$ cat config.mk
export PLATFORM = sky130hd
export DESIGN_NAME = instr_prefetch_buf
export DESIGN_NICKNAME = d
export VERILOG_FILES = /design/src/rtl/instr_fetch_pkg.sv /design/src/rtl/instr_fifo.sv /design/src/rtl/instr_prefetch_buf.sv
export SDC_FILE = /design/constraint.sdc
export NUM_CORES = 1
export LEC_CHECK = 0
export CORE_MARGIN = 2
export CORE_UTILIZATION = 30
export CTS_BUF_LIST = sky130_fd_sc_hd__clkbuf_2 sky130_fd_sc_hd__clkbuf_4 sky130_fd_sc_hd__clkbuf_8
export CTS_CLUSTER_SIZE = 12
export DETAILED_ROUTE_END_ITERATION = 8
export GPL_TIMING_DRIVEN = 0
export HOLD_SLACK_MARGIN = 0.12
export PLACE_DENSITY = 0.49
export SETUP_SLACK_MARGIN = 0.3
export SYNTH_ARGS = -nofsm -noshare
export SYNTH_HDL_FRONTEND = slang
export SYNTH_SLANG_ARGS = --single-unit
$ cat constraint.sdc
create_clock -name clk -period 6 [get_ports clk]
set_input_delay 1.2 -clock clk [delete_from_list [all_inputs] [get_ports clk]]
set_output_delay 1.2 -clock clk [all_outputs]
set_load 0.02 [all_outputs]
$ cat src/rtl/instr_fetch_pkg.sv
// Shared types and constants for the instruction prefetch front-end.
package instr_fetch_pkg;

  localparam int unsigned INSTR_WIDTH = 32;
  localparam int unsigned WORD_BYTES  = INSTR_WIDTH / 8;
  localparam int unsigned OFFS_BITS   = $clog2(WORD_BYTES);

  // Fetch control state; kept as plain constants for legacy tool flows.
  typedef logic [0:0] fetch_state_t;
  localparam fetch_state_t IDLE  = 1'b0;
  localparam fetch_state_t FETCH = 1'b1;

  // FIFO payload for the default 8-bit address configuration.
  typedef struct packed {
    logic [7:0]             pc;
    logic [INSTR_WIDTH-1:0] instr;
  } fifo_entry_t;

endpackage

$ cat src/rtl/instr_fifo.sv
// Synchronous FIFO with flush; push and pop may occur in the same cycle.
module instr_fifo
  import instr_fetch_pkg::*;
#(
  parameter int unsigned DEPTH   = 4,
  parameter type         entry_t = fifo_entry_t,
  localparam int unsigned PTR_W  = $clog2(DEPTH)
) (
  input  logic         clk,
  input  logic         rst,
  input  logic         push,
  input  entry_t       wdata,
  input  logic         pop,
  input  logic         flush,
  output entry_t       head,
  output logic [PTR_W:0] level,
  output logic         full,
  output logic         empty
);

  entry_t           mem_q [DEPTH];
  logic [PTR_W-1:0] wr_ptr_q, rd_ptr_q;
  logic [PTR_W:0]   cnt_q;
  logic             do_push, do_pop;

  assign empty = (cnt_q == '0);
  assign full  = (cnt_q == (PTR_W+1)'(DEPTH));
  assign do_pop  = pop & ~empty & ~flush;
  // A full FIFO can still accept a push when the head leaves in the same cycle.
  assign do_push = push & (~full | do_pop) & ~flush;

  // Pointer and occupancy bookkeeping; flush drops everything.
  always_ff @(posedge clk or posedge rst) begin
    if (rst) begin
      wr_ptr_q <= '0;
      rd_ptr_q <= '0;
      cnt_q    <= '0;
    end else if (flush) begin
      wr_ptr_q <= '0;
      rd_ptr_q <= '0;
      cnt_q    <= '0;
    end else begin
      if (do_push) wr_ptr_q <= wr_ptr_q + PTR_W'(1);
      if (do_pop)  rd_ptr_q <= rd_ptr_q + PTR_W'(1);
      cnt_q <= cnt_q + (PTR_W+1)'(do_push) - (PTR_W+1)'(do_pop);
    end
  end

  // Payload storage; needs no reset since empty entries are never presented.
  always_ff @(posedge clk) begin
    if (do_push) mem_q[wr_ptr_q] <= wdata;
  end

  assign head  = mem_q[rd_ptr_q];
  assign level = cnt_q;

endmodule

$ cat src/rtl/instr_prefetch_buf.sv
// Instruction prefetch buffer: sequential RAM reads into a FIFO, branch flush/squash.
module instr_prefetch_buf
  import instr_fetch_pkg::*;
#(
  parameter int unsigned           ADDR_WIDTH = 8,
  parameter int unsigned           DATA_WIDTH = 32,
  parameter int unsigned           DEPTH      = 4,
  parameter logic [ADDR_WIDTH-1:0] BOOT_ADDR  = '0,
  localparam int unsigned          LVL_W      = $clog2(DEPTH) + 1
) (
  input  logic                  clk,
  input  logic                  rst_i,
  input  logic                  fetch_en_i,
  input  logic                  branch_i,
  input  logic [ADDR_WIDTH-1:0] branch_addr_i,
  input  logic                  ready_i,
  output logic                  valid_o,
  output logic [DATA_WIDTH-1:0] instr_o,
  output logic [ADDR_WIDTH-1:0] pc_o,
  output logic                  mem_en_o,
  output logic [ADDR_WIDTH-1:0] mem_addr_o,
  input  logic [DATA_WIDTH-1:0] mem_rdata_i,
  output logic [LVL_W-1:0]      level_o
);

  typedef struct packed {
    logic [ADDR_WIDTH-1:0] pc;
    logic [DATA_WIDTH-1:0] instr;
  } entry_t;

  fetch_state_t          state_q, state_d;
  logic [ADDR_WIDTH-1:0] fetch_pc_q, fetch_pc_d, tag_q, tgt, mem_addr;
  logic                  inflight_q, issue_ok, room, mem_en;
  logic [LVL_W-1:0]      level, occupancy;
  logic                  full, empty, push, pop;
  entry_t                head, wdata;

  assign tgt = {branch_addr_i[ADDR_WIDTH-1:OFFS_BITS], {OFFS_BITS{1'b0}}};

  // Fetch FSM; entering FETCH issues in the same cycle so the first read is not delayed.
  always_comb begin
    state_d  = state_q;
    issue_ok = 1'b0;
    case (state_q)
      IDLE: begin
        if (fetch_en_i) begin
          state_d  = FETCH;
          issue_ok = 1'b1;
        end
      end
      FETCH: begin
        if (fetch_en_i) issue_ok = 1'b1;
        else            state_d  = IDLE;
      end
      default: state_d = IDLE;
    endcase
  end

  // Reserve a slot for the read in flight so its data always has room.
  assign occupancy = level + LVL_W'(inflight_q);
  assign room      = (occupancy < LVL_W'(DEPTH));

  // Issue decision and next fetch pc; a branch overrides everything and ignores occupancy.
  always_comb begin
    mem_en     = 1'b0;
    mem_addr   = fetch_pc_q;
    fetch_pc_d = fetch_pc_q;
    if (branch_i) begin
      mem_addr   = tgt;
      fetch_pc_d = tgt;
      if (issue_ok) begin
        mem_en     = 1'b1;
        fetch_pc_d = tgt + ADDR_WIDTH'(WORD_BYTES);
      end
    end else if (issue_ok && room) begin
      mem_en     = 1'b1;
      fetch_pc_d = fetch_pc_q + ADDR_WIDTH'(WORD_BYTES);
    end
  end

  // Control state and the pc tag of the outstanding read.
  always_ff @(posedge clk or posedge rst_i) begin
    if (rst_i) begin
      state_q    <= IDLE;
      fetch_pc_q <= BOOT_ADDR;
      inflight_q <= 1'b0;
      tag_q      <= BOOT_ADDR;
    end else begin
      state_q    <= state_d;
      fetch_pc_q <= fetch_pc_d;
      inflight_q <= mem_en;
      if (mem_en) tag_q <= mem_addr;
    end
  end

  // A branch squashes the returning read by simply not pushing it.
  assign push  = inflight_q & ~branch_i;
  assign pop   = ~empty & ready_i & ~branch_i;
  assign wdata = '{pc: tag_q, instr: mem_rdata_i};

  instr_fifo #(
    .DEPTH   (DEPTH),
    .entry_t (entry_t)
  ) u_fifo (
    .clk   (clk),
    .rst   (rst_i),
    .push  (push),
    .wdata (wdata),
    .pop   (pop),
    .flush (branch_i),
    .head  (head),
    .level (level),
    .full  (full),
    .empty (empty)
  );

  // Reset must silence the RAM even though the enable is combinational.
  assign mem_en_o   = mem_en & ~rst_i;
  assign mem_addr_o = mem_addr;
  assign valid_o    = ~empty;
  assign instr_o    = empty ? '0 : head.instr;
  assign pc_o       = empty ? fetch_pc_q : head.pc;
  assign level_o    = level;

  logic unused_full;
  assign unused_full = full;

endmodule
[Yosys cells after proc, flatten, opt, wreduce, memory -nomap -nowiden]
Memories as Yosys holds them, arrays and structs flattened.
Index checks and enable logic that the tools add are counted.
Storage, ports and cells
  flip-flop bits (word level): 24
  bits in writable memories: 160
  input bits: 45
  output and inout bits: 53
  logic and storage cells: 51
  memories: 1
Cells by class
  add/sub/neg operators: 7
  $lt $le $gt $ge: 1
  equality and inequality tests: 1
  muxes and demuxes: 17
  bitwise logic cells: 13
  reduce and logical (&&, ||, !) cells: 5
Memories
  u_fifo.mem_q: words 4, width 40, read ports 1, clocked after Yosys merged registers in 0, wr ports 1, RTL line instr_fifo.sv:21  | entry_t mem_q [DEPTH];
Operator list (number)
  $mux 8: 5
  $mux 32: 1
  $add 8x3->8 const B: 2
  $and 1x1->1: 8
  $mux 2: 4
  $add 3x1->3: 2
  $mux 1: 6
  $reduce_bool 2->1: 3
  $add 2x1->2 const B: 2
  $not 1->1: 4
  $eq 3x3->1 const B: 1
  $logic_not 3->1: 1
  $lt 3x3->1 const B: 1
  $mux 3: 1
  $sub 3x1->3: 1
  $logic_and 1x1->1: 1
  $or 1x1->1: 1

[Logic depth before layout (Yosys ltp)]
  depth in word-level cells: 12
  mapped depth: 11
  gate-level depth less buffers: 10

[Hierarchy]
From an unflattened synthesis, not the netlist that was laid out.
Unflattened totals
  cell total of the unflattened synthesis: 382
  area total of the unflattened synthesis: 7424.6 um2
By module, submodules not included
  instr_fifo: instances 1, cells each 258, area each 6269.8 um2, sequential area each 4979.8 um2
  instr_prefetch_buf: instances 1, cells each 124, area each 1154.9 um2, sequential area each 350.3 um2

[Worst setup path before layout]
OpenSTA, ideal clock, no wires.
  path kind: in2reg
  start point: input branch_i
  end point: register u_fifo.cnt_q[2], in the netlist u_fifo.level[2]
  setup time: 0.132 ns
  data arrival time: 3.008 ns
  required time: 5.868 ns
  setup slack: 2.860 ns
  stages: 11
  buffers on the path: 3
  cells stage by stage: buf_2 > buf_2 > clkbuf_1 > nor2_1 > ha_1 > inv_1 > ha_1 > inv_1 > fa_1 > xnor2_1 > nor2_1
On the way
  cells in the longest elaborated chain, start to end: 10
  elaborated cells between the ends (all ways): 11
  those cells by class: add/sub (2); mux (1); bitwise (8)
RTL lines
  start, declared: RTL line instr_prefetch_buf.sv:14  | input logic branch_i,
  $not 1->1
  $and 1x1->1: RTL line instr_prefetch_buf.sv:98  | assign pop = ~empty & ready_i & ~branch_i;
  $and 1x1->1 (2 in a row): RTL line instr_fifo.sv:28  | assign do_pop = pop & ~empty & ~flush;
  $or 1x1->1: RTL line instr_fifo.sv:30  | assign do_push = push & (~full | do_pop) & ~flush;
  $and 1x1->1 (2 in a row): RTL line instr_fifo.sv:30
  $add 3x1->3: RTL line instr_fifo.sv:45  | cnt_q <= cnt_q + (PTR_W+1)'(do_push) - (PTR_W+1)'(do_pop);
  $sub 3x1->3: RTL line instr_fifo.sv:45
  $mux 3 (*): RTL line instr_fifo.sv:38  | end else if (flush) begin
  end signal, assigned: RTL line instr_fifo.sv:45
  end, declared: RTL line instr_fifo.sv:23  | logic [PTR_W:0] cnt_q;
Mark *: on every way between the ends. The rest lies on a longest branch, timed or not.
A chain may end at the register's enable or synchronous reset.

[Worst setup path in the final report]
  start point: register u_fifo.rd_ptr_q[1]
  end point: output pc_o[7]
On the way
  cells in the longest elaborated chain, start to end: 2
RTL lines
  start, declared: RTL line instr_fifo.sv:22  | logic [PTR_W-1:0] wr_ptr_q, rd_ptr_q;
  start signal, assigned: RTL line instr_fifo.sv:44  | if (do_pop) rd_ptr_q <= rd_ptr_q + PTR_W'(1);
  $mem_v2 4x40
  $mux 8: RTL line instr_prefetch_buf.sv:122  | assign pc_o = empty ? fetch_pc_q : head.pc;
  end, declared: RTL line instr_prefetch_buf.sv:19  | output logic [ADDR_WIDTH-1:0] pc_o,
Every way passes these cells.

==> results.md <==
- The number of buffers on the longest clock path is 2.
- The initial antenna violation count is 0.
- The synthesized netlist occupies a cell area of 7216 um2.
- The post-detailed-route wirelength per cell is 18.07 um.
- Counting buffers and inverters, the worst setup path is 4 cells deep.
- The number of global-route vias before repair came to roughly 3.9k.
- After detailed placement, the design holds a cell count of 783.
- The clock transition at the registers of the reported paths is 0.09 ns.
- In this run the tightest slew margin relative to its limit is 40.53%.
- The run finished with clean final reports.
- The pin count of the biggest net entering global routing is 24.
- The final-stage net count is 537.
- The leakage power is approximately 3.0 nW.
- The number of cells on the worst reg-to-reg path is 11.
- For this design the ratio of total power to cell area is roughly 400 nW/um2.
- The top-level port count is 98.
- The worst-case IR drop observed on VDD is 0.1389 mV.
- On the worst path, the slowest cell contributes a delay of between 0.5 and 0.6 ns.
- Final hold analysis gives a worst-case slack of ~0.53 ns.
- The area occupied by registers is 5210 um2.
- Walking the worst path, the cells encountered are buf_1, mux4_2, mux2_1, clkdlybuf4s50_1.
- The clock latency reported for the late side of the worst-skew pair is about 0.45 ns.
- The critical path contains buffers and inverters numbering 2 combined.
- The number of antenna diodes in the final layout is 0.
- The final hold violation count is 0.
- The number of cells produced by synthesis is 368.
- The flip-flop and latch count after synthesis is 177.
- For this design, the slowest cell found on the critical path is sky130_fd_sc_hd__buf_1.
- The wire length after detailed routing is about 15,000 um.
- The clock tree from TritonCTS is built.
- The highest achievable clock rate is 250.9 MHz.
- The final setup skew is around 0.012 ns.
- Once detailed placement completed, the half-perimeter wirelength came to approximately 9300 um.
- The worst setup path is of the reg -> out kind.
- The Yosys warning count is 0.
- The region available for standard cell placement spans 23,540 um2.
- The layout overhead on the synthesized area is 25.26%.
- At the pin with the least slew margin, the transition time is between 0.8 and 0.9 ns.
- Setup violations remaining at the end of the flow were counted as 0.
- The share of final-layout standard cells stronger than drive strength 1 is a little over a fifth.
- In this run the remaining antenna-violating nets after routing total 0.
- The required time of the critical path is around 4.8 ns.
- STA classifies the critical path endpoint as a primary output.
- Gates resized during post-CTS repair numbered 0.
- The cell chosen for the clock root is sky130_fd_sc_hd__clkbuf_8.
- The largest fanout on the critical path is 10.
- The mean area per synthesized cell is 19.61 um2.
- In this run the number of H-tree levels came out at 4.
- The floorplan step set the die height to 159.1 um.
- Once the floorplan was initialized, standard cells occupied 30.65% of the core.
- The cell depth of the worst min-delay path is 0.
- Max-cap violations in this run came to 0.
- The finished layout holds between 800 and 900 standard cells, fillers aside.
- The die is ~160 um wide.
- The area occupied by multi-input gates is 1858 um2.
- The post-detailed-route DRC marker count is 0.
- The path category of the worst min-delay check is reg -> reg.
- The DRC violation total after the first TritonRoute iteration is 174.
- The post-route clock period utilization is between 60% and 70%.
- The overall routing resource usage is 12.10%.
- Counting the buffers created by CTS gives 17.
- The routed via count is 3,608.
- The setup TNS after final layout is 0 ns.
- At the worst endpoint, the arrival time is 2.79 ns.
- The count of different cell masters after synthesis is 32.
- The number of filler instances in the final layout is 2,214.
- The hold-fix buffer count after cts is 0.
- The sequential area share after synthesis is 72.20%.
- The final-report max-slew violation count was 0.
- Summed over all layers, the global routing overflow is 0.
- The kind of cell adding the most delay to the critical path is buffers and inverters.
- The initialized floorplan defines 56 standard-cell rows.
- After detailed routing, the number of vias per cell comes to around 4.4.
- The total number of clock tree sinks is 177.
- The final RePlAce weighted congestion is 0.7779.
- The first-pass GRT wire length is 22,870 um.
- The die footprint is roughly 25,000 um2.
- STA classifies the critical path startpoint as a register.
- Setup repair after global routing left no endpoint under its margin.
- In this run the post-CTS setup repair buffer count came out at 0.
- During placement, the flow inserted port buffers numbering 91.
- The final critical-path required period is 3.986 ns.
- The total iterations of the first detailed-routing run is 4.
-- placed cells by master, fill, tap and decap left out, types with 7 or more instances in the layout --
master / count
sky130_fd_sc_hd__and2_1: 35
sky130_fd_sc_hd__clkbuf_8: 17
sky130_fd_sc_hd__clkdlybuf4s50_1: 91
sky130_fd_sc_hd__dfrtp_1: 21
sky130_fd_sc_hd__edfxtp_1: 156
sky130_fd_sc_hd__ha_1: 8
sky130_fd_sc_hd__inv_1: 7
sky130_fd_sc_hd__mux2_1: 7
sky130_fd_sc_hd__mux2_2: 11
sky130_fd_sc_hd__mux4_2: 39
sky130_fd_sc_hd__nand2_1: 8
sky130_fd_sc_hd__nor2_1: 10
sky130_fd_sc_hd__xor2_1: 10
-- routing by layer --
layer | vias to the layer above | wire length (um) | global-route usage, %
met3 | 11 | 546 | 2.709
met2 | 88 | 7520 | 20.69
li1 | 1651 | - | -
met1 | 1858 | 6495 | 15.19
met4 | 0 | 163 | 4.215
met5 | - | 0 | 0
-- state kept, by name (all words and copies together) (netlist names) --
register / flops
u_fifo.level: 3
u_fifo.wr_ptr_q: 2
u_fifo.mem_q: 156
tag_q: 7
u_fifo.rd_ptr_q: 2
inflight_q: 1
fetch_pc_q: 6
-- kinds of logic (layout without fill, tap and decap cells) --
kind of cell / Yosys count / count (layout) / share of synthesized area [%]
compound gates: 6 / 6 / 0.7284
xor+xnor: 16 / 16 / 2.202
fa+ha+maj: 9 / 9 / 1.665
buf+inv: 29 / 156 / 2.167
flops: 177 / 177 / 72.20
mux: 62 / 62 / 15.68
other cells: 1 / 2 / 0.05197
simple gates: 68 / 68 / 5.306
-- cell type report --
cell class,count,area share [%]
Timing Repair Buffer,95,10.96
Clock inverter,13,1.938
Buffer,21,1.398
Inverter,8,0.3322
Sequential cell,177,57.64
Multi-Input combinational cell,163,20.56
Tap cell,319,4.416
Clock buffer,19,2.755
-- synthesized netlist by cell type --
cell type	n	area, um2
sky130_fd_sc_hd__edfxtp_1	156	4684
sky130_fd_sc_hd__and2_1	39	244.0
sky130_fd_sc_hd__mux4_2	39	878.3
sky130_fd_sc_hd__dfrtp_1	21	525.5
sky130_fd_sc_hd__mux2_2	11	123.9
sky130_fd_sc_hd__nor2_1	10	37.54
sky130_fd_sc_hd__xor2_1	10	87.58
sky130_fd_sc_hd__ha_1	8	100.1
sky130_fd_sc_hd__nand2_1	8	30.03
sky130_fd_sc_hd__inv_1	7	26.28
sky130_fd_sc_hd__mux2_1	7	78.83
sky130_fd_sc_hd__buf_2	5	25.02
sky130_fd_sc_hd__buf_4	5	37.54
sky130_fd_sc_hd__mux2i_1	5	50.05
sky130_fd_sc_hd__xnor2_1	5	43.79
sky130_fd_sc_hd__buf_1	4	15.01
sky130_fd_sc_hd__clkbuf_1	4	15.01
sky130_fd_sc_hd__o21ai_1	4	20.02
sky130_fd_sc_hd__buf_6	3	33.78
sky130_fd_sc_hd__nand3_1	3	15.01
sky130_fd_sc_hd__nand4_1	3	18.77
sky130_fd_sc_hd__and3_1	1	6.260
sky130_fd_sc_hd__and4_1	1	8.760
sky130_fd_sc_hd__conb_1	1	3.750
sky130_fd_sc_hd__fa_1	1	20.02
sky130_fd_sc_hd__inv_2	1	3.750
sky130_fd_sc_hd__nand3_2	1	10.01
sky130_fd_sc_hd__nor2b_1	1	6.260
sky130_fd_sc_hd__o21ai_4	1	16.27
sky130_fd_sc_hd__o41ai_2	1	16.27
sky130_fd_sc_hd__or3_1	1	6.260
sky130_fd_sc_hd__xnor2_4	1	27.53
-- where the power goes --
| part | leakage [nW] | internal [mW] | switching (mW) |
|---|---|---|---|
| Sequential | 1.68 | 1.45 | 0.0572 |
| Combinational | 1.11 | 0.631 | 0.624 |
| Clock | 0.215 | 0.431 | 0.430 |
| Total | 3.00 | 2.52 | 1.11 |
-- worst paths after layout --
path / slack, ns / end / startpoint
max: 2.01 / pc_o[7] / u_fifo.rd_ptr_q[1]$_DFFE_PP0P_
min: 0.53 / u_fifo.mem_q[3][34]$_DFFE_PP_ / tag_q[2]$_DFFE_PP0P_
max reg2reg: 3.51 / u_fifo.level[2]$_DFF_PP0_ / u_fifo.level[1]$_DFF_PP0_
min reg2reg: 0.53 / u_fifo.mem_q[3][34]$_DFFE_PP_ / tag_q[2]$_DFFE_PP0P_
max in group asynchronous: 4.13 / u_fifo.wr_ptr_q[0]$_DFFE_PP0P_ / rst_i
min in group asynchronous: 1.32 / fetch_pc_q[6]$_DFFE_PP0N_ / rst_i
-- stage by stage --
| step | power, mW | worst slack, ns | utilization, % | area (um2) |
|---|---|---|---|---|
| 6_report | 3.628 | 2.014 | 38.39 | 9039 |
| 5_1_grt | 3.810 | 1.844 | 38.39 | 9039 |
| 4_1_cts | 3.695 | 1.911 | 38.39 | 9039 |
| 3_5_place_dp | 2.831 | 2.184 | 36.59 | 8615 |
| 3_3_place_gp | 2.815 | 1.525 | 36.23 | 8529 |
| 2_1_floorplan | 2.283 | 2.860 | - | 7219 |
(Power assumes the default switching activity.)
